[src/rtl/sort_input_loader_pkg.sv]
// Shared types and defaults for the sorter input loader.
// The state encoding is kept here so the top and any future status logic agree on it.
package sort_input_loader_pkg;

  localparam int DATA_W_DEF = 4;

  typedef enum logic [1:0] {
    ENTER = 2'd0,
    REQ   = 2'd1,
    RUN   = 2'd2
  } state_e;

endpackage

[src/rtl/sort_input_loader_btn_debounce.sv]
// Two-flop synchronizer plus counter debouncer for a raw push button.
// Emits the clean level and a one-cycle pulse on its rising edge.
module btn_debounce #(
  parameter int DB_LIMIT = 1000000,
  parameter int DB_W     = 20
) (
  input  logic clk,
  input  logic reset,
  input  logic btn_raw,
  output logic level,
  output logic press
);

  logic            sync1_q;
  logic            sync2_q;
  logic            level_q;
  logic            press_q;
  logic [DB_W-1:0] cnt_q;

  // The counter only runs while the synchronized input disagrees with the
  // debounced level, so any bounce back to the old level restarts it.
  always_ff @(posedge clk or posedge reset) begin
    if (reset) begin
      sync1_q <= 1'b0;
      sync2_q <= 1'b0;
      level_q <= 1'b0;
      press_q <= 1'b0;
      cnt_q   <= '0;
    end else begin
      sync1_q <= btn_raw;
      sync2_q <= sync1_q;
      press_q <= 1'b0;
      if (sync2_q == level_q) begin
        cnt_q <= '0;
      end else if (cnt_q == DB_W'(DB_LIMIT - 1)) begin
        level_q <= ~level_q;
        press_q <= ~level_q;
        cnt_q   <= '0;
      end else begin
        cnt_q <= cnt_q + DB_W'(1);
      end
    end
  end

  assign level = level_q;
  assign press = press_q;

endmodule

[src/rtl/sort_input_loader.sv]
// Front end for the 4-entry bubble sorter: captures four debounced switch
// entries, then handshakes a start request with the slow-clock sorter.
module sort_input_loader
  import sort_input_loader_pkg::*;
#(
  parameter int DATA_W   = DATA_W_DEF,
  parameter int DB_LIMIT = 1000000,
  parameter int DB_W     = 20
) (
  input  logic              clk,
  input  logic              reset,
  input  logic [DATA_W-1:0] sw,
  input  logic              btn_raw,
  input  logic              sorter_idle,
  output logic [DATA_W-1:0] a_out,
  output logic [DATA_W-1:0] b_out,
  output logic [DATA_W-1:0] c_out,
  output logic [DATA_W-1:0] d_out,
  output logic              start,
  output logic [1:0]        slot,
  output logic              entry_en
);

  logic              btnLevel;
  logic              btnPress;
  logic              idleSync1_q;
  logic              idleS_q;
  state_e            state_q;
  logic [1:0]        slot_q;
  logic              start_q;
  logic              entryEn_q;
  logic [DATA_W-1:0] regs_q [4];

  btn_debounce #(
    .DB_LIMIT(DB_LIMIT),
    .DB_W    (DB_W)
  ) u_db (
    .clk    (clk),
    .reset  (reset),
    .btn_raw(btn_raw),
    .level  (btnLevel),
    .press  (btnPress)
  );

  // Outputs are updated together with the state so they stay glitch-free Moore signals.
  always_ff @(posedge clk or posedge reset) begin
    if (reset) begin
      idleSync1_q <= 1'b0;
      idleS_q     <= 1'b0;
      state_q     <= ENTER;
      slot_q      <= 2'd0;
      start_q     <= 1'b0;
      entryEn_q   <= 1'b1;
      for (int i = 0; i < 4; i++) regs_q[i] <= '0;
    end else begin
      idleSync1_q <= sorter_idle;
      idleS_q     <= idleSync1_q;
      case (state_q)
        ENTER: begin
          if (btnPress && btnLevel) begin
            regs_q[slot_q] <= sw;
            if (slot_q == 2'd3) begin
              slot_q    <= 2'd0;
              state_q   <= REQ;
              start_q   <= 1'b1;
              entryEn_q <= 1'b0;
            end else begin
              slot_q <= slot_q + 2'd1;
            end
          end
        end
        REQ: begin
          // The sorter dropping idle proves it has seen start for a full slow period.
          if (!idleS_q) begin
            state_q <= RUN;
            start_q <= 1'b0;
          end
        end
        RUN: begin
          if (idleS_q) begin
            state_q   <= ENTER;
            entryEn_q <= 1'b1;
          end
        end
        default: begin
          state_q   <= ENTER;
          start_q   <= 1'b0;
          entryEn_q <= 1'b1;
        end
      endcase
    end
  end

  assign a_out    = regs_q[0];
  assign b_out    = regs_q[1];
  assign c_out    = regs_q[2];
  assign d_out    = regs_q[3];
  assign start    = start_q;
  assign slot     = slot_q;
  assign entry_en = entryEn_q;

endmodule

[config.mk]
export PLATFORM = sky130hd
export DESIGN_NAME = sort_input_loader
export DESIGN_NICKNAME = d
export VERILOG_FILES = /design/src/rtl/sort_input_loader_pkg.sv /design/src/rtl/sort_input_loader_btn_debounce.sv /design/src/rtl/sort_input_loader.sv
export SDC_FILE = /design/constraint.sdc
export NUM_CORES = 1
export LEC_CHECK = 0
export CAP_MARGIN = 20
export CORE_AREA = 2 2 65 67
export CTS_CLUSTER_SIZE = 12
export DETAILED_ROUTE_END_ITERATION = 8
export DIE_AREA = 0 0 67 69
export PLACE_DENSITY = 0.78
export SLEW_MARGIN = 20
export SYNTH_ARGS = -nofsm -noshare
export SYNTH_HDL_FRONTEND = slang
export SYNTH_SLANG_ARGS = --single-unit
[constraint.sdc]
create_clock -name clk -period 3.1 [get_ports clk]
set_clock_uncertainty 0.1 [all_clocks]
set_input_delay 0.62 -clock clk [delete_from_list [all_inputs] [get_ports clk]]
set_output_delay 0.62 -clock clk [all_outputs]
set_load 0.05 [all_outputs]
; Word-level counts from Yosys, hierarchy flattened
; Cells that the tools add are included.
[word_totals]
register_bits = 48
out_inout_bits = 20
word_cells = 62
[op_classes]
addsub = 2
magnitude_cmp = 2
n_eq_ne = 9
n_mux = 21
bitwise = 5
n_reduce_logical = 8
[ops]
columns = operator, count
row1 = 20-bit 2-to-1 mux, 2
row2 = 20-bit by 1-bit adder with 20-bit output (second input constant), 1
row3 = 20-bit equality test (second input constant), 1
row4 = 16-bit bitwise mux, 1
row5 = 4-bit AND reduction, 3
row6 = 2-bit 2-to-1 mux, 5
row7 = 4-bit demux with 2-bit select, 1
row8 = 1-bit 2-to-1 mux, 8
row9 = 2-bit != test (second input constant), 4
row10 = 1-bit one-hot mux with 3 select lines, 2
row11 = 2-bit one-hot mux with 3 select lines, 1
row12 = 2-bit equality test (second input constant), 2
row13 = 4-bit 2-to-1 mux, 1
row14 = 1-bit inverter, 4
row15 = 2-bit AND reduction, 2
row16 = 3-bit greater-or-equal comparator (second input constant), 1
row17 = 3-bit by 1-bit < comparator with 1-bit output (second input constant), 1
row18 = 2-bit inverter with 3-bit output, 1
row19 = 2-bit by 1-bit adder with 2-bit output (second input constant), 1
row20 = 2-bit by 1-bit equality test with 1-bit output (second input constant), 1
row21 = 1-bit logical AND, 2
row22 = 2-bit logical NOT, 1
row23 = 1-bit equality test, 1

; Longest topological paths before layout
; Gate-level depths: netlist (run 1).
[logic_depth]
word_depth = 6
depth_mapped = 6
mapped_depth_nobuf = 5

; Modules after synthesis
; A second synthesis (run 1) with hierarchy kept.
[hier_totals]
hier_cells = 177
hier_area_um2 = 2238.4
[modules_own_cells]
columns = module, instances, cells_per_inst, area_each_um2, seq_area_each_um2
row1 = btn_debounce, 1, 108, 1188.6, 600.6
row2 = sort_input_loader, 1, 69, 1049.8, 601.8

; Worst setup path after synthesis (run 1)
; Ideal clock, no wire load.
[synth_path]
path_kind = register to register
start = register u_db.cnt_q[4]
end = register u_db.cnt_q[17]
arrival_time_ps = 1602
path_slack_ps = 1325
path_stages_with_launch = 5
n_path_buf = 0
period_less_slack_ps = 1775
path_cell_list = dfrtp_1 nand4_4 or4_4 or3_1 a21oi_2
[synth_via]
elab_chain_len = 3
word_cells_on_any_way = 4
cone_classes = 1 x add/sub / 1 x eq/ne / 2 x mux
[synth_lines]
columns = item, line
row1 = start: declaration, sort_input_loader_btn_debounce.sv:18  ; logic [DB_W-1:0] cnt_q;
row2 = start signal: assignment, sort_input_loader_btn_debounce.sv:40  ; cnt_q <= cnt_q + DB_W'(1);
row3 = 20-bit by 1-bit adder with 20-bit output / 20-bit equality test (equally long branches), "sort_input_loader_btn_debounce.sv:40, sort_input_loader_btn_debounce.sv:35"
row4 = 20-bit 2-to-1 mux *, sort_input_loader_btn_debounce.sv:35  ; end else if (cnt_q == DB_W'(DB_LIMIT - 1)) begin
row5 = 20-bit 2-to-1 mux *, sort_input_loader_btn_debounce.sv:33  ; if (sync2_q == level_q) begin
; Every way passes the cells marked *; elsewhere a longest branch is shown, timed or not.
; A chain may end at the register's enable or synchronous reset.

; Final worst setup path (run 1)
[layout_path]
start = register entryEn_q, in the netlist entry_en
end = output port entry_en
[layout_lines]
columns = item, line
row1 = start: declaration, sort_input_loader.sv:31  ; logic entryEn_q;
row2 = start signal: assignment, sort_input_loader.sv:53  ; entryEn_q <= 1'b1;
row3 = start signal: assignment, sort_input_loader.sv:66  ; entryEn_q <= 1'b0;
row4 = start signal: assignment, sort_input_loader.sv:82  ; entryEn_q <= 1'b1;
row5 = end: declaration, sort_input_loader.sv:21  ; output logic entry_en
; No word-level cell between the ends.

==> results by group, run 1 <==
Power and ir drop
  – Power Density: 467 nW/um^2
  – Leakage: roughly 1.1 nW
  – VDD IR-drop max: 342 uV

Synthesis
  – Register area share after synthesis: between 50 and 60%
  – Top-count cell post-synth: dfrtp_1
  – Share of the synthesized area in the top cell type: around 57%
  – Synth Instances: approximately 180
  – Synthesized flop and latch total: 48
  – Synth Cell Area: 2080 um^2
  – Synth Flop Type: dfrtp_1
  – Yosys top cell by area: dfrtp_1
  – EDFF count, synth: 0
  – Synth area leaders: dfrtp_1 (57%), mux2_2 (9.2%), xnor2_1 (5.1%), nor2_1 (4.0%), ha_1 (3.0%)
  – Post-Syn Nets: 191
  – Synth cell count leaders: dfrtp_1 (47), nor2_1 (22), mux2_2 (17)
  – Syn_area_per_cell: between 10 and 15 um^2
  – Synth async-reset ratio: 100%
  – Yosys warning count: 0
  – Netlist cell types: 29

Critical path
  – Cell-by-cell trace of the critical path: clkdlybuf4s50_1
  – Buf+Inv Stages, Crit Path: 1
  – Worst path max stage delay: 0.80 ns
  – Critical Path AT: 1.64 ns
  – Crit-path max FO: 3
  – CP Capture Type: primary output
  – CP top delay family: buffers and inverters
  – Worst EP required: 2.38 ns
  – Critical path class: reg2out
  – Startpoint types: register
  – Highest-delay cell along the critical path: clkdlybuf4s50_1

Clock tree
  – Clock sinks: 48
  – Clock-pin slew on the worst setup and hold paths: around 0.08 ns
  – Clock Path Buffers: 2
  – CTS H-tree depth: 2
  – CTS Root Cell: clkbuf_8
  – Post-CTS repair timing setup buffer count: 0
  – Total CTS buffers: 5
  – CTS resizes: 0
  – Clock latency on the worst-skew pair: 0.29 ns
  – Hold buffers post-CTS: 0
  – CTS tree: yes

Detailed routing
  – DRT Wirelength: 3950 um
  – Routed vias: 1423
  – First-pass DRT Iterations: 4
  – DR iter-0 viols: 69
  – Final ANT Viol Nets: 0
  – Remaining DRCs: 0
  – Average via count per standard cell: 5.39
  – Routed len/inst: 15.0 um

Global routing
  – First-pass GRT wire length: 6760 um
  – Total track usage: 18.9%
  – GR Util met3: between 5 and 6%
  – M1 GR Usage: 23.4%
  – Antenna violations before repair: 0
  – Met2 Use GR: 32.2%
  – GRT overflow: 0
  – Most used routing layer in global routing: met2
  – Largest net degree at the start of global routing: 22
  – Vias in the first global route: 1450

Timing
  – Setup-failing EPs final: 0
  – Pins over their slew limit: 0
  – Final Hold Vio Count: 0
  – Worst slew margin: 47.6%
  – Unrepaired setup endpoints after global routing: no
  – Actual slew at the worst max-slew pin: around 0.78 ns
  – Fmax: approximately 0.42 GHz
  – Post-layout min period: 2.36 ns
  – Period utilization: 76.2%
  – Setup TNS: 0 ns

Finish
  – Final instance area: between 2000 and 3000 um^2
  – Area Overhead vs Synth: 22.3%
  – Antenna cells: 0
  – Final layout net count: 226
  – Share of layout cells above drive strength 1: 15.4%

Floorplanning
  – Core Region: 3910 um^2
  – Initial Utilization: between 50% and 60%
  – Die W: 67 um
  – Die span in y: between 60 and 70 um
  – Die area: 4620 um^2
  – I/O pin count: 28
  – FP Rows: 23

Place
  – Placed cell area: 2440 um^2
  – Routability congestion estimate: 0.859
  – DP HPWL: 3060 um
  – IO Port Bufs: 27

Hold path
  – Type of the worst min-delay path: reg2reg

Status
  – Outcome: finished, final reports clean

Run
  – Max-cap viol count: 0
[power breakdown]
part | total (mW) | internal [mW] | switching [mW]
registers | 0.653 | 0.642 | 0.0112
clock network | 0.427 | 0.241 | 0.185
logic | 0.110 | 0.0404 | 0.0693
[through the flow]
stage / util [%] / hold slack (ns) / power [mW] / setup WS [ns] / cells
6_report: 65.0 / 0.259 / 1.19 / 0.738 / 264
5_1_grt: 65.0 / 0.277 / 1.24 / 0.706 / 264
4_1_cts: 65.0 / 0.262 / 1.20 / 0.730 / 264
3_5_place_dp: 62.3 / 0.239 / 0.777 / 1.05 / 256
3_3_place_gp: 61.9 / 0.233 / 0.770 / 1.07 / 255
2_1_floorplan: - / 0.231 / 0.730 / 1.24 / 178
[state kept, by name (all words and copies together), names as in the netlist]
name / flops
u_db.cnt_q: 20
a_out: 4
b_out: 4
c_out: 4
d_out: 4
slot: 2
state_q: 2
entry_en: 1
idleS_q: 1
idleSync1_q: 1
start: 1
u_db.level: 1
u_db.press: 1
u_db.sync1_q: 1
u_db.sync2_q: 1
[layer usage]
metal  share of wire (%)  wire length (um)
met5                   0                 0
met4                0.41                16
met3                 5.0               197
met2                  53              2110
met1                  41              1630
[cell usage in the layout, fill, tap and decap left out, drive strengths merged, types with 6 or more instances in the layout]
cell / n
nor4: 6
nor2: 22
mux2: 17
clkbuf: 7
dfrtp: 47
inv: 10
nand2: 11
clkdlybuf4s50: 27
a21oi: 6
nand4: 6
xnor2: 12
[worst paths after layout]
path | end | from | cells past startpoint | slack (ns)
worst max-delay path | entry_en | entry_en | 1 | 0.74
worst min-delay path | u_db.sync2_q | u_db.sync1_q | 0 | 0.26
worst max register to register | u_db.cnt_q[18] | u_db.cnt_q[0] | 5 | 1.07
worst min register to register | u_db.sync2_q | u_db.sync1_q | 0 | 0.26
max in group asynchronous | d_out[3] | reset | 4 | 1.59
min in group asynchronous | u_db.cnt_q[2] | reset | 2 | 0.56
[layout make-up]
type	instances	area, um^2
Clock buffer	7	76.3
Tap cell	50	62.6
Clock inverter	1	30.0
Multi-Input combinational cell	117	832
Inverter	11	41.3
Timing Repair Buffer	30	300
Fill cell	309	1370
Sequential cell	48	1200
[cells by family (layout without fill, tap and decap cells)]
kind of cell	after synthesis	after routing	synth area share, %
muxes	17	17	9.20
adders and majority gates	5	5	3.01
DFF	48	48	57.8
AOI/OAI and AO/OA	14	14	4.21
buffers and inverters	13	49	2.47
xor gates and xnor gates	17	17	7.16
and+or+nand+nor	64	64	16.2
[worst register-to-register path, delay by kind of cell, from the launching register on]
family / cells / cell delay [ns]
flops: 1 / 0.42
compound gates: 2 / 0.30
simple gates: 2 / 0.86
fa+ha+maj: 1 / 0.23
No activity file was read; power rests on OpenSTA's default activity.
==> run 2: changes to the inputs <==
--- a/config.mk
+++ b/config.mk
@@ -6,11 +6,11 @@
 export NUM_CORES = 1
 export LEC_CHECK = 0
 export CAP_MARGIN = 20
-export CORE_AREA = 2 2 65 67
+export CORE_AREA = 2 2 66 68
 export CTS_CLUSTER_SIZE = 12
 export DETAILED_ROUTE_END_ITERATION = 8
-export DIE_AREA = 0 0 67 69
-export PLACE_DENSITY = 0.78
+export DIE_AREA = 0 0 68 70
+export PLACE_DENSITY = 0.76
 export SLEW_MARGIN = 20
 export SYNTH_ARGS = -nofsm -noshare
 export SYNTH_HDL_FRONTEND = slang
==> constraint.sdc (replaced) <==
create_clock -name clk -period 2.2 [get_ports clk]
set_clock_uncertainty 0.1 [all_clocks]
set_input_delay 0.44 -clock clk [delete_from_list [all_inputs] [get_ports clk]]
set_output_delay 0.44 -clock clk [all_outputs]
set_load 0.05 [all_outputs]
==> run 2 against run 1 <==
Routed wire length down 11%. Register-to-register slack worse by 0.84 ns. Design area grew 0.84%. Worst setup slack lost 0.66 ns. Highest routed layer unchanged. Critical endpoint is now slot[0]. Power increased by 44%. Clock power is 51% higher. Core utilization is 3.1 points lower. Worst hold slack hardly changed. Largest cell class unchanged. Global-route usage down 2.1 points. Critical path depth is the same.
==> results by group, run 2 (same netlist as run 1, synthesis figures left out) <==
Status
  – Outcome: finished, final reports clean

Critical path
  – Reg2reg end: u_db.level
  – Reg-to-reg startpoint: u_db.cnt_q[16]
  – R2R Setup Slk: 0.23 ns (-0.84 ns)
  – Critical path class: reg2out
  – Crit-path max FO: 5 (+2)
  – Highest-delay cell along the critical path: clkdlybuf4s50_1
  – Cell-by-cell trace of the critical path: clkdlybuf4s50_1
  – Startpoint types: register
  – Worst path max stage delay: 0.83 ns (+0.03 ns)
  – CP top delay family: buffers and inverters
  – Buf+Inv Stages, Crit Path: 1 (unchanged)
  – Reg2Reg Depth: 4 (-1)
  – Worst EP required: 1.66 ns (-0.72 ns)
  – CP Capture Type: primary output
  – Critical Path AT: 1.59 ns (-0.05 ns)

Global routing
  – GR Util met3: 5.15% (+0.096 points)
  – Most used routing layer in global routing: met2
  – Largest net degree at the start of global routing: 49 (+120%)
  – Met2 Use GR: 25.9% (-6.3 points)
  – First-pass GRT wire length: 5970 um (-12%)
  – GRT overflow: 0 (unchanged)
  – Vias in the first global route: 1312 (-9.5%)
  – Antenna violations before repair: 0 (unchanged)
  – Total track usage: 16.8% (-2.1 points)
  – M1 GR Usage: 21.9% (-1.5 points)

Clock tree
  – Clock latency on the worst-skew pair: 0.30 ns (about the same)
  – Clock sinks: 48 (unchanged)
  – CTS resizes: 0 (unchanged)
  – CTS Root Cell: clkbuf_8
  – Clock-pin slew on the worst setup and hold paths: 0.09 ns (about the same)
  – Total CTS buffers: 5 (unchanged)
  – CTS H-tree depth: 2 (unchanged)
  – CTS tree: yes
  – Post-CTS repair timing setup buffer count: 0 (unchanged)
  – Clock Path Buffers: 2 (unchanged)
  – Hold buffers post-CTS: 0 (unchanged)

Timing
  – Setup-failing EPs final: 0 (unchanged)
  – Final Hold Vio Count: 0 (unchanged)
  – Fmax: 0.471 GHz
  – Unrepaired setup endpoints after global routing: no
  – Pins over their slew limit: 0 (unchanged)
  – Actual slew at the worst max-slew pin: 0.617 ns (-0.163 ns)
  – Post-layout min period: 2.13 ns
  – Period utilization: 96.6%
  – Worst slew margin: 58.5% (+11 points)
  – Setup TNS: 0 ns (unchanged)

Hold path
  – Hold_sp: u_db.sync1_q
  – Type of the worst min-delay path: reg2reg
  – Worst hold path depth: 0 (unchanged)
  – WHS Endpoint: u_db.sync2_q

Finish
  – Share of layout cells above drive strength 1: 17.7% (+2.3 points)
  – Max reg flops: 20 (unchanged)
  – Area Overhead vs Synth: 23.3%
  – Final layout net count: 227 (+0.44%)
  – Commonest non-fill, non-tap cells in the layout: dfrtp_1 (47), clkdlybuf4s50_1 (26), nor2_1 (22), mux2_2 (17), xnor2_1 (12)
  – Top reg by flops: u_db.cnt_q
  – Commonest non-fill, non-tap cell in the layout: dfrtp_1
  – Antenna cells: 0 (unchanged)

Power and ir drop
  – Design Power: 1.72 mW (+44%)
  – VDD IR-drop max: 481 uV (+40%)
  – Power Density: 669 nW/um^2 (+43%)
  – Leakage: 1.08 nW (+1.3%)

Detailed routing
  – Routed len/inst: 13.1 um (-12%)
  – DR iter-0 viols: 97 (+41%)
  – First-pass DRT Iterations: 4 (unchanged)
  – DRT Wirelength: 3500 um (-11%)
  – Average via count per standard cell: 5.09 (-5.6%)
  – Final ANT Viol Nets: 0 (unchanged)
  – Routed vias: 1359 (-4.5%)
  – Remaining DRCs: 0 (unchanged)

Floorplanning
  – Die span in y: 70 um (+1.4%)
  – Initial Utilization: 50.2% (-3.0 points)
  – Die area: 4760 um^2 (+3.0%)
  – FP Rows: 24 (+4.3%)
  – Core Region: 4140 um^2 (+5.9%)
  – Die W: 68 um (+1.5%)
  – I/O pin count: 28 (unchanged)

Place
  – Routability congestion estimate: 0.793 (-7.7%)
  – DP HPWL: 2520 um (-18%)
  – IO Port Bufs: 27 (unchanged)

Run
  – Max-cap viol count: 0 (unchanged)
-- run 2: area by class of cell --
class	count	area [um^2]
Timing Repair Buffer	31	310
Tap cell	52	65.1
Inverter	11	41.3
Sequential cell	48	1200
Clock inverter	3	46.3
Multi-Input combinational cell	117	832
Fill cell	354	1580
Clock buffer	5	68.8
-- run 2: per-stage QoR --
stage | utilization (%) | area, um^2 | hold WS, ns | std cells | setup slack [ns]
after floorplan | - | 2080 | 0.231 | 178 | 0.425
after global placement | 59.1 | 2450 | 0.235 | 259 | 0.307
after detailed placement | 59.1 | 2450 | 0.237 | 259 | 0.228
after CTS | 61.9 | 2570 | 0.261 | 267 | 0.0647
after global routing | 61.9 | 2570 | 0.254 | 267 | 0.00260
final | 61.9 | 2570 | 0.259 | 267 | 0.0748
-- run 2: how the worst max path moves through the flow --
stage | cells after the start | from | slack [ns] | endpoint
floorplan | 4 | u_db.cnt_q[4] | 0.43 | u_db.cnt_q[17]
CTS | 1 | slot[0] | 0.06 | slot[0]
global placement | 4 | u_db.cnt_q[16] | 0.31 | u_db.level
detailed placement | 5 | u_db.cnt_q[0] | 0.23 | u_db.cnt_q[18]
global route | 5 | u_db.cnt_q[0] | 0.003 | u_db.cnt_q[18]
finish | 1 | slot[0] | 0.07 | slot[0]
-- run 2: per-layer routing --
layer | part of all wire, % | vias up
li1 | - | 684
met1 | 47 | 640
met2 | 47 | 28
met3 | 4.3 | 7
met4 | 2.0 | 0
met5 | 0 | -
-- run 2: report_power, final --
part / internal (mW) / leakage, nW / total (mW) / switching [mW]
Combinational: 0.0571 / 0.406 / 0.153 / 0.0958
Sequential: 0.905 / 0.618 / 0.919 / 0.0144
Clock: 0.342 / 0.0548 / 0.646 / 0.303
Total: 1.30 / 1.08 / 1.72 / 0.414
